**src/rtl/minilcd_vram_arb.sv**
```systemverilog
// minilcd_vram_arb: sole write master of the MiniLCD VRAM. It arbitrates the
// single VRAM write port between CPU pixel writes and a rectangle-fill engine,
// using round-robin when both want the port. The engine is a two-state FSM
// with x/y scan counters.
// Optional build macro: MINILCD_FILL_CLIP_EN. When it is defined, a rectangle
// is clipped at the right and bottom screen edges. When it is undefined, the
// rectangle wraps around the screen modulo 2**CW.
module minilcd_vram_arb #(
    parameter int CW = 7,
    parameter int DW = 4
) (
    input  logic            CLK,
    input  logic            RST,
    input  logic            CPU_REQ,
    input  logic [2*CW-1:0] CPU_ADDR,
    input  logic [DW-1:0]   CPU_DATA,
    output logic            CPU_ACK,
    input  logic            FILL_START,
    input  logic [CW-1:0]   FILL_X0,
    input  logic [CW-1:0]   FILL_Y0,
    input  logic [CW:0]     FILL_W,
    input  logic [CW:0]     FILL_H,
    input  logic [DW-1:0]   FILL_COLOR,
    output logic            FILL_BUSY,
    output logic            FILL_DONE,
    output logic [2*CW-1:0] VRAM_ADDR,
    output logic [DW-1:0]   VRAM_DATA,
    output logic            VRAM_WE
);

    typedef enum logic {IDLE, FILL} state_t;

    localparam logic [CW:0] SCREEN = {1'b1, {CW{1'b0}}};
    localparam logic [CW:0] ONE    = {{CW{1'b0}}, 1'b1};

    state_t        state, state_nxt;
    logic [CW-1:0] x0, y0;
    logic [CW:0]   w, h;
    logic [DW-1:0] color;
    logic [CW:0]   xi, yj;
    logic          rr_cpu_last;   // 1: CPU won the last grant, so the fill goes first next

    logic [CW:0]   w_sat, h_sat, w_eff, h_eff;
    logic          start_ok, start_zero, start_go;
    logic          last_col, last_row, last_px;
    logic          cpu_grant, fill_grant;
    logic [CW-1:0] px, py;

    // Saturate the requested size to the screen size, then clip it if that build option is on.
    always_comb begin
        w_sat = (FILL_W > SCREEN) ? SCREEN : FILL_W;
        h_sat = (FILL_H > SCREEN) ? SCREEN : FILL_H;
`ifdef MINILCD_FILL_CLIP_EN
        w_eff = (w_sat > SCREEN - {1'b0, FILL_X0}) ? SCREEN - {1'b0, FILL_X0} : w_sat;
        h_eff = (h_sat > SCREEN - {1'b0, FILL_Y0}) ? SCREEN - {1'b0, FILL_Y0} : h_sat;
`else
        w_eff = w_sat;
        h_eff = h_sat;
`endif
    end

    assign start_ok   = (state == IDLE) && FILL_START;
    assign start_zero = start_ok && ((w_eff == '0) || (h_eff == '0));
    assign start_go   = start_ok && !start_zero;

    assign last_col = (xi == w - ONE);
    assign last_row = (yj == h - ONE);
    assign last_px  = last_col && last_row;

    // The coordinate adds truncate to CW bits. Without clipping, this gives the screen wrap.
    assign px = x0 + xi[CW-1:0];
    assign py = y0 + yj[CW-1:0];

    // CPU wins when the port is idle, or when the fill engine won the previous contended grant.
    assign cpu_grant  = !RST && CPU_REQ && ((state == IDLE) || !rr_cpu_last);
    assign fill_grant = (state == FILL) && !cpu_grant;

    assign CPU_ACK   = cpu_grant;
    assign FILL_BUSY = (state == FILL);

    // Next-state logic: start on a non-empty fill, and stop once the last pixel is granted.
    always_comb begin
        state_nxt = state;
        case (state)
            IDLE:    if (start_go) state_nxt = FILL;
            FILL:    if (fill_grant && last_px) state_nxt = IDLE;
            default: state_nxt = IDLE;
        endcase
    end

    // FSM state register.
    always_ff @(posedge CLK or posedge RST) begin
        if (RST) state <= IDLE;
        else     state <= state_nxt;
    end

    // Latch the fill parameters, and step the row-major scan counters on each fill grant.
    always_ff @(posedge CLK or posedge RST) begin
        if (RST) begin
            x0    <= '0;
            y0    <= '0;
            w     <= '0;
            h     <= '0;
            color <= '0;
            xi    <= '0;
            yj    <= '0;
        end else if (start_go) begin
            x0    <= FILL_X0;
            y0    <= FILL_Y0;
            w     <= w_eff;
            h     <= h_eff;
            color <= FILL_COLOR;
            xi    <= '0;
            yj    <= '0;
        end else if (fill_grant) begin
            if (last_col) begin
                xi <= '0;
                yj <= yj + ONE;
            end else begin
                xi <= xi + ONE;
            end
        end
    end

    // Round-robin flag: remember which source won the most recent grant.
    always_ff @(posedge CLK or posedge RST) begin
        if (RST)             rr_cpu_last <= 1'b1;
        else if (cpu_grant)  rr_cpu_last <= 1'b1;
        else if (fill_grant) rr_cpu_last <= 1'b0;
    end

    // Register the granted write onto the VRAM port. DONE lines up with the last fill write.
    always_ff @(posedge CLK or posedge RST) begin
        if (RST) begin
            VRAM_WE   <= 1'b0;
            VRAM_ADDR <= '0;
            VRAM_DATA <= '0;
            FILL_DONE <= 1'b0;
        end else begin
            VRAM_WE   <= cpu_grant || fill_grant;
            FILL_DONE <= start_zero || (fill_grant && last_px);
            if (cpu_grant) begin
                VRAM_ADDR <= CPU_ADDR;
                VRAM_DATA <= CPU_DATA;
            end else if (fill_grant) begin
                VRAM_ADDR <= {py, px};
                VRAM_DATA <= color;
            end
        end
    end

endmodule
```
**config.mk**
```make
export PLATFORM = sky130hd
export DESIGN_NAME = minilcd_vram_arb
export DESIGN_NICKNAME = d
export VERILOG_FILES = /design/src/rtl/minilcd_vram_arb.sv
export SDC_FILE = /design/constraint.sdc
export NUM_CORES = 1
export LEC_CHECK = 0
export ABC_AREA = 1
export CAP_MARGIN = 15
export CORE_UTILIZATION = 45
export CTS_CLUSTER_SIZE = 28
export DETAILED_ROUTE_END_ITERATION = 10
export PLACE_DENSITY = 0.8
export SYNTH_ARGS = -nofsm -noshare
export SYNTH_HDL_FRONTEND = slang
export SYNTH_SLANG_ARGS = --single-unit
```
**constraint.sdc**
```tcl
create_clock -name CLK -period 3.65 [get_ports CLK]
set_clock_uncertainty 0.15 [all_clocks]
set_input_delay 0.5475 -clock CLK [delete_from_list [all_inputs] [get_ports CLK]]
set_output_delay 0.5475 -clock CLK [all_outputs]
set_load 0.02 [all_outputs]
```
==> impl_summary.log <==
[metrics] result of the run: finished clean
[metrics] total number of yosys warnings: 0
[metrics] hold buffer count at cts: 0
[metrics] setup slack at placement: 763.9 ps
[metrics] total of endpoints with negative setup slack in the final report: 0
[metrics] min setup slack post-route: 840.4 ps
[metrics] DRC: 0
[metrics] Hold Slack: between 300 and 400 ps
[metrics] power dissipated by switching net loads: roughly 0.0015 W
[metrics] clock tree from TritonCTS: done
[metrics] number of buffers created by CTS: 9
[metrics] initial standard-cell utilization of the core: 46.69%
[metrics] Clk Latency, worst-skew pair: 360 ps
[metrics] count of buffer and inverter cells on the critical path: 4
[metrics] Max stage delay cell, worst path: sky130_fd_sc_hd__clkdlybuf4s50_1
[metrics] power density cells: around 660 mW/mm2
[metrics] Pleak: 2.828 nW
[metrics] sum of negative setup slack: 0 ps
[metrics] Boundary Pins: around 80
[metrics] Critical Path End Type: output port
[metrics] cell types with the largest area share after synthesis: sky130_fd_sc_hd__dfrtp_1 (41%), sky130_fd_sc_hd__nand2_1 (21%), sky130_fd_sc_hd__inv_1 (5.9%)
[metrics] P&R area growth vs syn: 25.17%
[metrics] clock slew at reported path FFs: 80 ps
[metrics] die area: 0.01008 mm2
[metrics] path type of the worst min-delay path: flop to flop
[metrics] fraction of registers with async set or reset after synthesis: 100.0%
[metrics] root buffer selected by CTS: sky130_fd_sc_hd__clkbuf_8
[metrics] critical-path maximum fanout: 9
[metrics] clock network power share: 19.8%
[metrics] final period utilization: 76.97%
[metrics] final antenna-violating net count: 0
[metrics] data required time of the critical path: 2950 ps
[metrics] crit path kind: input port to output port
[metrics] core area: 0.009328 mm2
[metrics] Mapped Area: 0.004355 mm2
[metrics] top cell type's share of synthesized area: slightly above 40%
[metrics] Final Max Slew Viols: 0
[metrics] Post-synth top flop: sky130_fd_sc_hd__dfrtp_1
[metrics] maximum buffer depth of the clock tree: 2
[metrics] slew of the pin with the lowest slew margin: 886.7 ps
[metrics] biggest area consumer among synthesized cells: sky130_fd_sc_hd__dfrtp_1
[metrics] family of cells with the greatest summed delay on the critical path: buffers and inverters
[metrics] total of cells resized after clock tree synthesis: 0
[metrics] count of TritonRoute iterations in the first routing pass: 5
[metrics] number of standard cells in the layout, taps in and fillers out: 807
[metrics] relative max-transition margin: approximately two fifths
[metrics] unrepaired setup endpoints after global routing: false
[metrics] data arrival at the endpoint of the critical path: 2110 ps
[metrics] Worst path max stage delay: 660 ps
[metrics] flops & latches, synth: 72
[metrics] total number of placement rows: 35
[metrics] cell count after synthesis: between 500 and 600
[metrics] Initial DRC Count: 276
[metrics] Max-Cap Viols: 0
[metrics] routed wire length: 9971 um
[metrics] final weighted congestion in routability-driven placement: approximately 0.9
[metrics] crit start category: input port
[metrics] number of diodes: 0
[metrics] highest achievable clock rate: 355.9 MHz
[metrics] Internal: 0.002149 W
[metrics] share of layout cells above drive strength 1: under 10%
[metrics] post-CTS setup buffer count: 0
[metrics] count of flip-flops with a built-in enable after synthesis: 0
[metrics] Max rail drop VDD: around 220 uV
[metrics] pin count of the biggest net entering global routing: 73
[metrics] sum of net half-perimeters after detailed placement: 7262 um
[metrics] synthesized net count: 673
[metrics] most prevalent standard cell on the critical path: sky130_fd_sc_hd__clkdlybuf4s50_1
[metrics] remaining global-route overflow: 0
[metrics] Cell Chain, Critical Path: clkdlybuf4s50_1 > clkinvlp_4 > nand3_1 > inv_1 > clkdlybuf4s50_1
[metrics] number of unique standard cell types used by synthesis: 34
[metrics] global-route wire length before repair: between 15000 and 20000 um
[metrics] Logic pwr share: 43.8%
[metrics] DR vias: 3972
[metrics] Chip Height: 100.4 um
[metrics] Final Hold Viols: 0
[metrics] via count of the first global-routing pass: around 3800
[metrics] Port Buf Inserts: 77
[metrics] CTS sink cnt: 72
[metrics] placed instance count: 791
[metrics] sequential fraction of the synthesis area: 41.40%
[metrics] average wire length per cell after detail routing: between 10 and 15 um
[metrics] maximum level of the CTS H-tree: 3
[metrics] part of the power in registers: between 30% and 40%
[metrics] vias per cell: 4.922
[metrics] Sw Ratio: 40.55%
[metrics] post-layout net count: between 700 and 800
[metrics] global-route total usage across every layer: a little over a fifth
[metrics] minimum clock period: 2810 ps
[metrics] total power: roughly 0.0036 W
[metrics] number of antenna violations at the first check in global routing: 0
[metrics] synthesized area per cell: 7.271 um2
[metrics] die width: 100.4 um
[cell usage after synthesis, types with 3 or more instances]
| library cell | count |
|---|---|
| sky130_fd_sc_hd__dfrtp_1 | 71 |
| sky130_fd_sc_hd__o22ai_1 | 4 |
| sky130_fd_sc_hd__o21ai_0 | 6 |
| sky130_fd_sc_hd__clkbuf_1 | 6 |
| sky130_fd_sc_hd__ha_1 | 16 |
| sky130_fd_sc_hd__nand3_1 | 46 |
| sky130_fd_sc_hd__o211ai_1 | 8 |
| sky130_fd_sc_hd__buf_2 | 12 |
| sky130_fd_sc_hd__nand2_1 | 241 |
| sky130_fd_sc_hd__o31ai_1 | 4 |
| sky130_fd_sc_hd__xnor2_1 | 6 |
| sky130_fd_sc_hd__a21oi_1 | 12 |
| sky130_fd_sc_hd__or2_2 | 3 |
| sky130_fd_sc_hd__nor2_1 | 34 |
| sky130_fd_sc_hd__nand4_1 | 13 |
| sky130_fd_sc_hd__a22o_1 | 4 |
| sky130_fd_sc_hd__inv_1 | 69 |
| sky130_fd_sc_hd__nand2_2 | 5 |
| sky130_fd_sc_hd__nand3b_1 | 4 |
| sky130_fd_sc_hd__xor2_1 | 12 |
| sky130_fd_sc_hd__o21bai_1 | 4 |
| sky130_fd_sc_hd__nor2_2 | 3 |
[final timing paths]
| path | end | cells past startpoint | slack [ps] | start |
|---|---|---|---|---|
| worst max-delay path | CPU_ACK | 5 | 840 | RST |
| worst min-delay path | rr_cpu_last | 2 | 320 | rr_cpu_last |
| worst max register to register | VRAM_ADDR[10] | 8 | 1270 | FILL_BUSY |
| worst min register to register | rr_cpu_last | 2 | 320 | rr_cpu_last |
| max in group asynchronous | yj[0] | 3 | 2080 | RST |
| min in group asynchronous | VRAM_DATA[3] | 3 | 670 | RST |
[routing by layer]
| metal | global-route usage, % | vias to the layer above | wire (um) |
|---|---|---|---|
| met5 | 0 | - | 0 |
| met4 | 5.463 | 0 | 107 |
| met3 | 4.178 | 11 | 551 |
| met2 | 35.35 | 111 | 4459 |
| met1 | 28.42 | 1811 | 4852 |
| li1 | - | 2039 | - |
[worst min-delay path, stage by stage, from the launching register on]
cell	delay, ps
sky130_fd_sc_hd__dfstp_2	370
sky130_fd_sc_hd__nand2_1	50
sky130_fd_sc_hd__nand2_1	50
[per-stage QoR]
step / utilization (%) / instance area (um2)
after global placement: 56.08 / 5231
after detailed placement: 56.08 / 5231
after global routing: 58.44 / 5451
final: 58.44 / 5451
after floorplan: - / 4359
after CTS: 58.44 / 5451
[layout make-up]
type | count | area (um2)
sequential | 72 | 1803
fill | 842 | 3876
tap | 129 | 161.4
inverter | 71 | 270.3
clock buffer | 10 | 127.6
timing repair buffer | 83 | 815.8
multi-input combinational | 436 | 2181
clock inverter | 6 | 92.59
[flip-flops by register name (all words and copies together), names as in the netlist, 4 cells and up]
name / count
yj: 8
y0: 7
color: 4
h: 8
xi: 8
w: 8
x0: 7
VRAM_DATA: 4
VRAM_ADDR: 14
[cells in the final DEF (no fill, tap or decap), types with 2 or more instances in the layout]
master,count
sky130_fd_sc_hd__nor2_1,34
sky130_fd_sc_hd__inv_1,68
sky130_fd_sc_hd__nand2_1,241
sky130_fd_sc_hd__nor2_2,3
sky130_fd_sc_hd__buf_4,6
sky130_fd_sc_hd__xnor2_1,6
sky130_fd_sc_hd__o21ai_0,6
sky130_fd_sc_hd__o21bai_1,4
sky130_fd_sc_hd__clkdlybuf4s50_1,77
sky130_fd_sc_hd__nand2_2,5
sky130_fd_sc_hd__clkinvlp_4,3
sky130_fd_sc_hd__a22o_1,4
sky130_fd_sc_hd__xor2_1,12
sky130_fd_sc_hd__a21oi_1,12
sky130_fd_sc_hd__dfrtp_1,71
sky130_fd_sc_hd__nand4_1,13
sky130_fd_sc_hd__ha_1,16
sky130_fd_sc_hd__bufinv_16,2
sky130_fd_sc_hd__or2_2,3
sky130_fd_sc_hd__o22ai_1,4
sky130_fd_sc_hd__nand3b_1,4
sky130_fd_sc_hd__nand3_1,46
sky130_fd_sc_hd__clkbuf_8,9
sky130_fd_sc_hd__o21a_1,2
sky130_fd_sc_hd__o211ai_1,8
sky130_fd_sc_hd__a31oi_1,2
sky130_fd_sc_hd__fa_1,2
sky130_fd_sc_hd__o31ai_1,4
[power groups by stage]
| stage | logic [W] | clock network, W | registers [W] |
|---|---|---|---|
| 6_report | 0.00158 | 0.000717 | 0.00132 |
| 5_1_grt | 0.00180 | 0.000761 | 0.00136 |
| 4_1_cts | 0.00159 | 0.000729 | 0.00131 |
| 3_5_place_dp | 0.00157 | 0 | 0.00133 |
| 3_3_place_gp | 0.00151 | 0 | 0.00132 |
| 2_1_floorplan | 0.00104 | 0 | 0.00135 |
[cell families after synthesis]
logic type / Yosys count / synth area share [%]
DFF: 72 / 41.40
adders and majority gates: 18 / 5.516
and+or+nand+nor: 353 / 33.98
xor gates and xnor gates: 18 / 3.620
buffers and inverters: 91 / 8.532
AOI/OAI and AO/OA: 47 / 6.952
Note: power is estimated with default switching activity, not from simulation.
